==> config.mk <==
export PLATFORM = sky130hd
export DESIGN_NAME = sys_ctrl_cmd
export DESIGN_NICKNAME = d
export VERILOG_FILES = /design/src/rtl/sys_ctrl_cmd.sv
export SDC_FILE = /design/constraint.sdc
export NUM_CORES = 1
export LEC_CHECK = 0
export BUFFER_PORTS_ARGS = -buffer_cell sky130_fd_sc_hd__buf_2
export CORE_MARGIN = 2
export CORE_UTILIZATION = 50
export DETAILED_ROUTE_END_ITERATION = 10
export PLACE_DENSITY = 0.82
export SYNTH_ARGS = -nofsm -noshare
export SYNTH_HDL_FRONTEND = slang
export SYNTH_SLANG_ARGS = --single-unit
==> constraint.sdc <==
create_clock -name REF_CLK -period 4.2 [get_ports REF_CLK]
set_input_delay 0.84 -clock REF_CLK [delete_from_list [all_inputs] [get_ports REF_CLK]]
set_output_delay 0.84 -clock REF_CLK [all_outputs]
set_load 0.01 [all_outputs]
==> src/rtl/sys_ctrl_cmd.sv <==
// Command-frame controller: decodes the 0xAA/0xBB/0xCC/0xDD byte protocol from UART RX,
// drives register-file and ALU strobes, and returns read/ALU result bytes to the TX FIFO.
module sys_ctrl_cmd #(
    parameter int DATA_WIDTH = 8,
    parameter int ADDR_WIDTH = 4,
    parameter int width_fun  = 4
) (
    input  logic                      REF_CLK,
    input  logic                      RST,
    input  logic [DATA_WIDTH-1:0]     RX_P_DATA,
    input  logic                      RX_D_VLD,
    output logic [ADDR_WIDTH-1:0]     Address,
    output logic                      WrEn,
    output logic                      RdEn,
    output logic [DATA_WIDTH-1:0]     WrData,
    input  logic [DATA_WIDTH-1:0]     RdData,
    input  logic                      RdData_Valid,
    output logic [width_fun-1:0]      ALU_FUN,
    output logic                      ALU_EN,
    output logic                      CLK_EN,
    input  logic [2*DATA_WIDTH-1:0]   ALU_OUT,
    input  logic                      OUT_VALID,
    input  logic                      FIFO_FULL,
    output logic [DATA_WIDTH-1:0]     FIFO_WR_DATA,
    output logic                      FIFO_WR_INC
);

    localparam logic [DATA_WIDTH-1:0] CMD_WR      = DATA_WIDTH'(8'hAA);
    localparam logic [DATA_WIDTH-1:0] CMD_RD      = DATA_WIDTH'(8'hBB);
    localparam logic [DATA_WIDTH-1:0] CMD_ALU_OP  = DATA_WIDTH'(8'hCC);
    localparam logic [DATA_WIDTH-1:0] CMD_ALU_NOP = DATA_WIDTH'(8'hDD);

    typedef enum logic [3:0] {
        IDLE,
        WR_ADDR,
        WR_DATA,
        RD_ADDR,
        RD_WAIT,
        ALU_A,
        ALU_B,
        ALU_FN,
        ALU_WAIT,
        TX_RD,
        TX_LSB,
        TX_MSB
    } state_t;

    state_t state;
    state_t state_nxt;

    logic [DATA_WIDTH-1:0]   rd_q;
    logic [2*DATA_WIDTH-1:0] alu_q;

    logic [ADDR_WIDTH-1:0]   address_nxt;
    logic                    wr_en_nxt;
    logic                    rd_en_nxt;
    logic [DATA_WIDTH-1:0]   wr_data_nxt;
    logic [width_fun-1:0]    alu_fun_nxt;
    logic                    alu_en_nxt;
    logic                    clk_en_nxt;
    logic [DATA_WIDTH-1:0]   fifo_data_nxt;
    logic                    fifo_inc_nxt;

    // State register plus the captured read / ALU results
    always_ff @(posedge REF_CLK) begin
        if (RST) begin
            state <= IDLE;
            rd_q  <= '0;
            alu_q <= '0;
        end else begin
            state <= state_nxt;
            if (state == RD_WAIT && RdData_Valid) begin
                rd_q <= RdData;
            end
            if (state == ALU_WAIT && OUT_VALID) begin
                alu_q <= ALU_OUT;
            end
        end
    end

    always_comb begin
        state_nxt = state;
        case (state)
            IDLE: begin
                if (RX_D_VLD) begin
                    case (RX_P_DATA)
                        CMD_WR:      state_nxt = WR_ADDR;
                        CMD_RD:      state_nxt = RD_ADDR;
                        CMD_ALU_OP:  state_nxt = ALU_A;
                        CMD_ALU_NOP: state_nxt = ALU_FN;
                        default:     state_nxt = IDLE;
                    endcase
                end
            end
            WR_ADDR:  if (RX_D_VLD)     state_nxt = WR_DATA;
            WR_DATA:  if (RX_D_VLD)     state_nxt = IDLE;
            RD_ADDR:  if (RX_D_VLD)     state_nxt = RD_WAIT;
            RD_WAIT:  if (RdData_Valid) state_nxt = TX_RD;
            ALU_A:    if (RX_D_VLD)     state_nxt = ALU_B;
            ALU_B:    if (RX_D_VLD)     state_nxt = ALU_FN;
            ALU_FN:   if (RX_D_VLD)     state_nxt = ALU_WAIT;
            ALU_WAIT: if (OUT_VALID)    state_nxt = TX_LSB;
            TX_RD:    if (!FIFO_FULL)   state_nxt = IDLE;
            TX_LSB:   if (!FIFO_FULL)   state_nxt = TX_MSB;
            TX_MSB:   if (!FIFO_FULL)   state_nxt = IDLE;
            default:                    state_nxt = IDLE;
        endcase
    end

    // Output logic computes next-cycle values; every output is then registered below
    always_comb begin
        address_nxt   = Address;
        wr_en_nxt     = 1'b0;
        rd_en_nxt     = 1'b0;
        wr_data_nxt   = WrData;
        alu_fun_nxt   = ALU_FUN;
        alu_en_nxt    = 1'b0;
        clk_en_nxt    = CLK_EN;
        fifo_data_nxt = FIFO_WR_DATA;
        fifo_inc_nxt  = 1'b0;
        case (state)
            WR_ADDR: begin
                if (RX_D_VLD) begin
                    address_nxt = RX_P_DATA[ADDR_WIDTH-1:0];
                end
            end
            WR_DATA: begin
                if (RX_D_VLD) begin
                    wr_en_nxt   = 1'b1;
                    wr_data_nxt = RX_P_DATA;
                end
            end
            RD_ADDR: begin
                if (RX_D_VLD) begin
                    rd_en_nxt   = 1'b1;
                    address_nxt = RX_P_DATA[ADDR_WIDTH-1:0];
                end
            end
            ALU_A: begin
                if (RX_D_VLD) begin
                    wr_en_nxt   = 1'b1;
                    address_nxt = '0;
                    wr_data_nxt = RX_P_DATA;
                end
            end
            ALU_B: begin
                if (RX_D_VLD) begin
                    wr_en_nxt   = 1'b1;
                    address_nxt = ADDR_WIDTH'(1);
                    wr_data_nxt = RX_P_DATA;
                end
            end
            ALU_FN: begin
                if (RX_D_VLD) begin
                    alu_fun_nxt = RX_P_DATA[width_fun-1:0];
                    alu_en_nxt  = 1'b1;
                    clk_en_nxt  = 1'b1;
                end
            end
            ALU_WAIT: begin
                if (OUT_VALID) begin
                    clk_en_nxt = 1'b0;
                end
            end
            TX_RD: begin
                if (!FIFO_FULL) begin
                    fifo_inc_nxt  = 1'b1;
                    fifo_data_nxt = rd_q;
                end
            end
            TX_LSB: begin
                if (!FIFO_FULL) begin
                    fifo_inc_nxt  = 1'b1;
                    fifo_data_nxt = alu_q[DATA_WIDTH-1:0];
                end
            end
            TX_MSB: begin
                if (!FIFO_FULL) begin
                    fifo_inc_nxt  = 1'b1;
                    fifo_data_nxt = alu_q[2*DATA_WIDTH-1:DATA_WIDTH];
                end
            end
            default: ;
        endcase
    end

    always_ff @(posedge REF_CLK) begin
        if (RST) begin
            Address      <= '0;
            WrEn         <= 1'b0;
            RdEn         <= 1'b0;
            WrData       <= '0;
            ALU_FUN      <= '0;
            ALU_EN       <= 1'b0;
            CLK_EN       <= 1'b0;
            FIFO_WR_DATA <= '0;
            FIFO_WR_INC  <= 1'b0;
        end else begin
            Address      <= address_nxt;
            WrEn         <= wr_en_nxt;
            RdEn         <= rd_en_nxt;
            WrData       <= wr_data_nxt;
            ALU_FUN      <= alu_fun_nxt;
            ALU_EN       <= alu_en_nxt;
            CLK_EN       <= clk_en_nxt;
            FIFO_WR_DATA <= fifo_data_nxt;
            FIFO_WR_INC  <= fifo_inc_nxt;
        end
    end

endmodule

==> results of run 1 <==
-- cells by family after synthesis --
logic type / synth area share
compound gates: 0.1465
xor+xnor: 0.01065
buf+inv: 0.03953
flops: 0.4622
mux: 0.1135
simple gates: 0.2276
-- layer usage --
metal | part of all wire | vias up
met5 | 0 | -
met4 | 0.031 | 0
met3 | 0.053 | 17
met2 | 0.46 | 69
met1 | 0.46 | 989
li1 | - | 1096
-- synth_stat cells (2+ instances only) --
cell	n
mux2i_1	28
nor3_1	3
a21oi_1	29
or4b_1	2
nand4_1	2
nand2_1	55
xnor2_1	2
nor2b_1	5
buf_2	6
o211ai_1	8
a32o_1	4
nand3_1	6
inv_1	3
clkbuf_1	9
nand2b_1	4
nor4bb_1	3
o21ai_0	4
a21boi_0	3
dfxtp_1	57
and3b_1	2
nor2_1	25
-- layout make-up --
class,count,area share
repair buffers,67,0.1122
multi-input cells,203,0.4084
flip-flops and latches,57,0.3789
well taps,67,0.02784
clock inverters,2,0.01163
clock buffers,14,0.05733
inverters,3,0.003739
-- state kept, by name (all words and copies together) (netlist names) --
name          flops
FIFO_WR_DATA      8
CLK_EN            1
WrData            8
FIFO_WR_INC       1
ALU_FUN           4
alu_q            16
RdEn              1
WrEn              1
rd_q              8
state             4
Address           4
ALU_EN            1
-- power by group through the flow --
stage               Sequential [mW]  Combinational (mW)  Clock [mW]
finish                        0.542              0.0446       0.531
floorplan                     0.554              0.0197           0
global placement              0.554              0.0438           0
detailed placement            0.554              0.0443           0
global route                  0.542              0.0492       0.563
CTS                           0.542              0.0446       0.536
-- final timing paths --
path	endpoint	slack, ns	cells past startpoint
worst max-delay path	FIFO_WR_DATA[3]	1.85	4
worst min-delay path	FIFO_WR_DATA[5]	0.45	2
worst max register to register	FIFO_WR_DATA[3]	1.85	4
worst min register to register	FIFO_WR_DATA[5]	0.45	2
-- worst register-to-register path: stages, from the launching register on --
cell and delay (ns):
dfxtp_1 1.01, nor2_4 0.15, nor3_1 0.75, o211ai_1 0.20, a21oi_1 0.17
==> key figures, run 1 <==
Run status
  – Outcome: finished, final reports clean

GRT
  – Met2 GRT Util: 0.3343
  – GRT overflow: 0
  – Met3 usage: 0.06098
  – Vias in the first global route: a little under 2,000
  – Largest net degree at the start of global routing: 54
  – Global-route wire length before repair: around 9000 microns
  – Gr busiest metal: met2
  – Met1 usage: 0.2823
  – GRT Total Usage: 0.2177
  – Initial antenna violation count: 0

STA
  – Final setup TNS: 0 ns
  – Final count of hold timing violations: 0
  – Slew HR: 0.3063
  – Worst slew pin tran: 1.039 ns
  – Final min period: roughly 2.3 ns
  – Setup-failing EPs final: 0
  – Slew Limit Fails: 0
  – Clock Skew: roughly 0.0084 ns
  – RSZ-0062 raised after global routing: no
  – Fmax: between 400 and 500 MHz
  – Period Utilization, post-route: 0.5588
  – Final setup margin: around 1.9 ns
  – Hold_ws: between 0.4 and 0.5 ns

Worst setup path
  – Crit path from: state[0]
  – Worst Path Buf+Inv: 0
  – Crit path kind: flip-flop to flip-flop
  – Critical path's top delay family: flip-flops
  – Reg-to-Reg Start: state[0]
  – Req. time, crit path: 4.46 ns
  – CP endpoint kind: flip-flop
  – Critical path peak fanout: 26
  – Crit-path slowest cell: dfxtp_1
  – CP startpoint kind: flip-flop
  – Crit-path cells: nor2_4, nor3_1, o211ai_1, a21oi_1
  – Max stage delay on crit path: between 1 and 1.5 ns
  – Arrival time at the worst endpoint: 2.61 ns

Final layout
  – Multi-input gate area: between 1000 and 1500 sq um
  – Finished Layout Cells: around 410
  – Most frequent cells in the layout: buf_2, dfxtp_1, nand2_1
  – Area delta synth->final: 22.00%
  – Fillers: 435
  – Final Instance Area: about 3000 sq um
  – Reg area: around 1100 sq um
  – Nets: roughly 380
  – Layout Utilization: 0.6334
  – Most common cell after layout, fill and taps aside: buf_2
  – Ant. Diodes: 0
  – Fraction of layout cells with a size suffix above 1: 0.2486

Synthesis
  – Mean Syn Cell Area: roughly 8.8 sq um
  – Cell Area, Synth: around 2500 sq um
  – Post-synth top area share: 0.4622
  – Cells after Synth: between 200 and 300
  – Yosys warns: 0
  – EDFF count, synth: 0
  – Distinct cells, synth: 42
  – Ys async rst share: 0
  – Ys flop type: dfxtp_1
  – Share of the yosys chip area belonging to registers: 0.4622
  – Area leader, netlist: dfxtp_1
  – Synthesized flop and latch total: between 50 and 60
  – Area contributors post-synth: dfxtp_1, mux2i_1, nand2_1, a21oi_1, nor2_1
  – Syn Nets: between 300 and 400

Clock tree
  – Root buf cell: clkbuf_8
  – Post-CTS sizing: 0
  – Hold-fix buffers, CTS: 0
  – Cts bufs inserted: 9
  – CTS sink count: 57
  – Clock Path Buffers: 2
  – # H-tree levels: 3
  – CTS tree: built
  – Worst-skew pair later-pin latency: approximately 0.34 ns
  – Clk slew on worst S/H paths: 0.06 ns
  – Setup bufs post-CTS: 0

Power
  – Net Sw Frac: 0.2104
  – Power per Cell Area: 371.4 nW/um^2
  – Internal power: 0.8831 mW
  – Leak: 1.251 nW
  – Overall Power: 1.118 mW
  – Sw Pwr: 0.2354 mW
  – Peak supply drop: ~240 uV
  – Reg power frac: 0.485
  – Logic pwr share: 0.040
  – Clk pwr share: 0.475

Floorplanning
  – Die area: between 5000 and 6000 sq um
  – Core Region: 4755 sq um
  – Cell Rows: 25
  – Die width: around 74 microns
  – Chip Height: 74.27 microns
  – I/O pin cnt: 67
  – Initial Util: 0.5192

Placed design
  – Placed cells: about 400
  – Placement-stage cell area: 2804 sq um
  – Final HPWL DP: 3886 microns
  – Dpl ws: roughly 1.8 ns
  – Port Buffers: 66
  – Routability Congestion: 0.7858

Hold path
  – Hold WC Path Type: flip-flop to flip-flop
  – Hold Crit Start: FIFO_WR_DATA[5]

Detailed routing
  – Vias per cell: between 5 and 6
  – Final antenna-violating net count: 0
  – DRT iter0 DRCs: 80
  – DRC violations left: 0
  – DR WL/cell: about 14 microns
  – DRT Wirelength: 5662 microns
  – DR vias: 2,171
  – Drt pass-1 iters: 4

Flow run
  – MaxCap Viol Count: 0
Note: power is estimated with default switching activity, not from simulation.
==> run 2: changes to the inputs <==
==> constraint.sdc (replaced) <==
create_clock -name REF_CLK -period 2.4 [get_ports REF_CLK]
set_input_delay 0.48 -clock REF_CLK [delete_from_list [all_inputs] [get_ports REF_CLK]]
set_output_delay 0.48 -clock REF_CLK [all_outputs]
set_load 0.01 [all_outputs]
==> key figures, run 2 (synthesis gave the netlist of run 1 again) <==
Final layout
  – Nets: 381 (+0.53%)
  – Ant. Diodes: 0 (unchanged)
  – Layout Utilization: 0.6371 (+0.003684)
  – Largest register FFs: 16 (unchanged)
  – Finished Layout Cells: 415 (+0.48%)
  – Fillers: 431 (-0.92%)
  – Final Instance Area: 3029 sq um (+0.58%)
  – Fraction of layout cells with a size suffix above 1: 0.2557 (+0.007192)
  – Most flops, register: alu_q
  – Reg area: 1141 sq um (unchanged)
  – Most common cell after layout, fill and taps aside: buf_2
  – Area delta synth->final: 22.71%
  – Multi-input gate area: 1230 sq um (unchanged)
  – Most frequent cells in the layout: buf_2, dfxtp_1, nand2_1

Clock tree
  – Clock Path Buffers: 2 (unchanged)
  – CTS tree: built
  – Cts bufs inserted: 9 (unchanged)
  – # H-tree levels: 3 (unchanged)
  – Hold-fix buffers, CTS: 0 (unchanged)
  – CTS sink count: 57 (unchanged)
  – Clk slew on worst S/H paths: 0.07 ns (about the same)
  – Root buf cell: clkbuf_8
  – Worst-skew pair later-pin latency: 0.34 ns (about the same)
  – Post-CTS sizing: 0 (unchanged)
  – Setup bufs post-CTS: 0 (unchanged)

GRT
  – Largest net degree at the start of global routing: 35 (-35%)
  – GRT Total Usage: 0.2133 (-0.004417)
  – Vias in the first global route: 1,948 (+0.78%)
  – Initial antenna violation count: 0 (unchanged)
  – Global-route wire length before repair: 8866 microns (-1.1%)
  – GRT overflow: 0 (unchanged)

STA
  – Slew HR: 0.5937 (+0.2874)
  – Worst slew pin tran: 0.6087 ns (-0.4305 ns)
  – Final min period: 1.960 ns (-0.3868 ns)
  – Final setup TNS: 0 ns (unchanged)
  – Slew Limit Fails: 0 (unchanged)
  – Fmax: 510.2 MHz (+20%)
  – Clock Skew: 0.005482 ns (-0.002932 ns)
  – RSZ-0062 raised after global routing: no
  – Period Utilization, post-route: 0.8167 (+0.2579)
  – Final count of hold timing violations: 0 (unchanged)
  – Setup-failing EPs final: 0 (unchanged)
  – Final setup margin: 0.4399 ns (-1.413 ns)

Placed design
  – Dpl ws: 0.4650 ns (-1.357 ns)
  – Port Buffers: 66 (unchanged)
  – Final HPWL DP: 3842 microns (-1.1%)
  – Routability Congestion: 0.8007 (+1.9%)
  – Placed cells: 399 (+0.50%)
  – Placement-stage cell area: 2819 sq um (+0.54%)

Power
  – Net Sw Frac: 0.2196 (+0.009163)
  – Leak: 1.262 nW (+0.82%)
  – Logic pwr share: 0.039 (about the same)
  – Power per Cell Area: 660.1 nW/um^2 (+78%)
  – Peak supply drop: 474.6 uV (+96%)
  – Clk pwr share: 0.487 (+0.012)
  – Internal power: 1.560 mW (+77%)
  – Reg power frac: 0.474 (-0.011)
  – Sw Pwr: 0.4391 mW (+87%)

Detailed routing
  – DRC violations left: 0 (unchanged)
  – DRT iter0 DRCs: 89 (+11%)
  – Drt pass-1 iters: 4 (unchanged)
  – DR vias: 2,166 (-0.23%)
  – DRT Wirelength: 5513 microns (-2.6%)
  – Vias per cell: 5.219 (-0.71%)
  – Final antenna-violating net count: 0 (unchanged)
  – DR WL/cell: 13.28 microns (-3.1%)

Worst setup path
  – Arrival time at the worst endpoint: 2.22 ns (-0.39 ns)
  – Crit-path slowest cell: dfxtp_1
  – Crit path kind: flip-flop to flip-flop
  – CP startpoint kind: flip-flop
  – CP endpoint kind: flip-flop
  – Critical path peak fanout: 14 (-46%)
  – Crit-path cells: buf_4, and3b_1, o21ai_0, nand2_1, a21oi_1
  – Max stage delay on crit path: 0.71 ns (-0.30 ns)
  – Req. time, crit path: 2.66 ns (-1.80 ns)

Floorplanning
  – Die area: 5515 sq um (unchanged)
  – I/O pin cnt: 67 (unchanged)
  – Core Region: 4755 sq um (unchanged)
  – Chip Height: 74.27 microns (unchanged)
  – Cell Rows: 25 (unchanged)
  – Initial Util: 0.5192 (unchanged)
  – Die width: 74.27 microns (unchanged)

Hold path
  – Hold WC Path Type: primary input to flip-flop

Run status
  – Outcome: finished, final reports clean

Flow run
  – MaxCap Viol Count: 0 (unchanged)
## run 2: power by group through the flow
stage | Clock, mW | Combinational, mW | Sequential, mW
floorplan | 0 | 0.0345 | 0.969
global placement | 0 | 0.0779 | 0.970
detailed placement | 0 | 0.0779 | 0.970
CTS | 0.976 | 0.0783 | 0.948
global route | 1.02 | 0.0869 | 0.948
finish | 0.973 | 0.0781 | 0.948
## run 2: critical path, delay by kind of cell (launching register included)
kind            cells  cell delay, ns
compound gates      2            0.53
buf+inv             1            0.31
flops               1            0.71
simple gates        2            0.33
## run 2: final cells by class
cell class	count	area share
clock buffer	10	0.04213
clock inverter	6	0.02726
inverter	3	0.003717
multi-input combinational	203	0.4060
sequential	57	0.3767
tap	67	0.02767
timing repair buffer	69	0.1165
## run 2: path summary, 6_finish.rpt
kind | from | slack, ns | end | cells after the start
setup / recovery | state[0] | 0.44 | Address[2] | 5
hold / removal | RdData[7] | 0.37 | rd_q[7] | 3
setup reg to reg | state[0] | 0.44 | Address[2] | 5
hold reg to reg | FIFO_WR_DATA[3] | 0.45 | FIFO_WR_DATA[3] | 2
## run 2: through the flow
| step | total power [mW] | hold WS, ns |
|---|---|---|
| 2_1_floorplan | 1.003 | 0.4357 |
| 3_3_place_gp | 1.048 | 0.4395 |
| 3_5_place_dp | 1.048 | 0.4449 |
| 4_1_cts | 2.002 | 0.3672 |
| 5_1_grt | 2.054 | 0.3633 |
| 6_report | 2.000 | 0.3716 |
## run 2: per-layer routing
layer,up-vias,GRT usage,routed length (microns)
li1,1104,-,-
met1,997,0.2766,2494
met2,58,0.3224,2648
met3,7,0.06640,284
met4,0,0.1071,86
met5,-,0,0
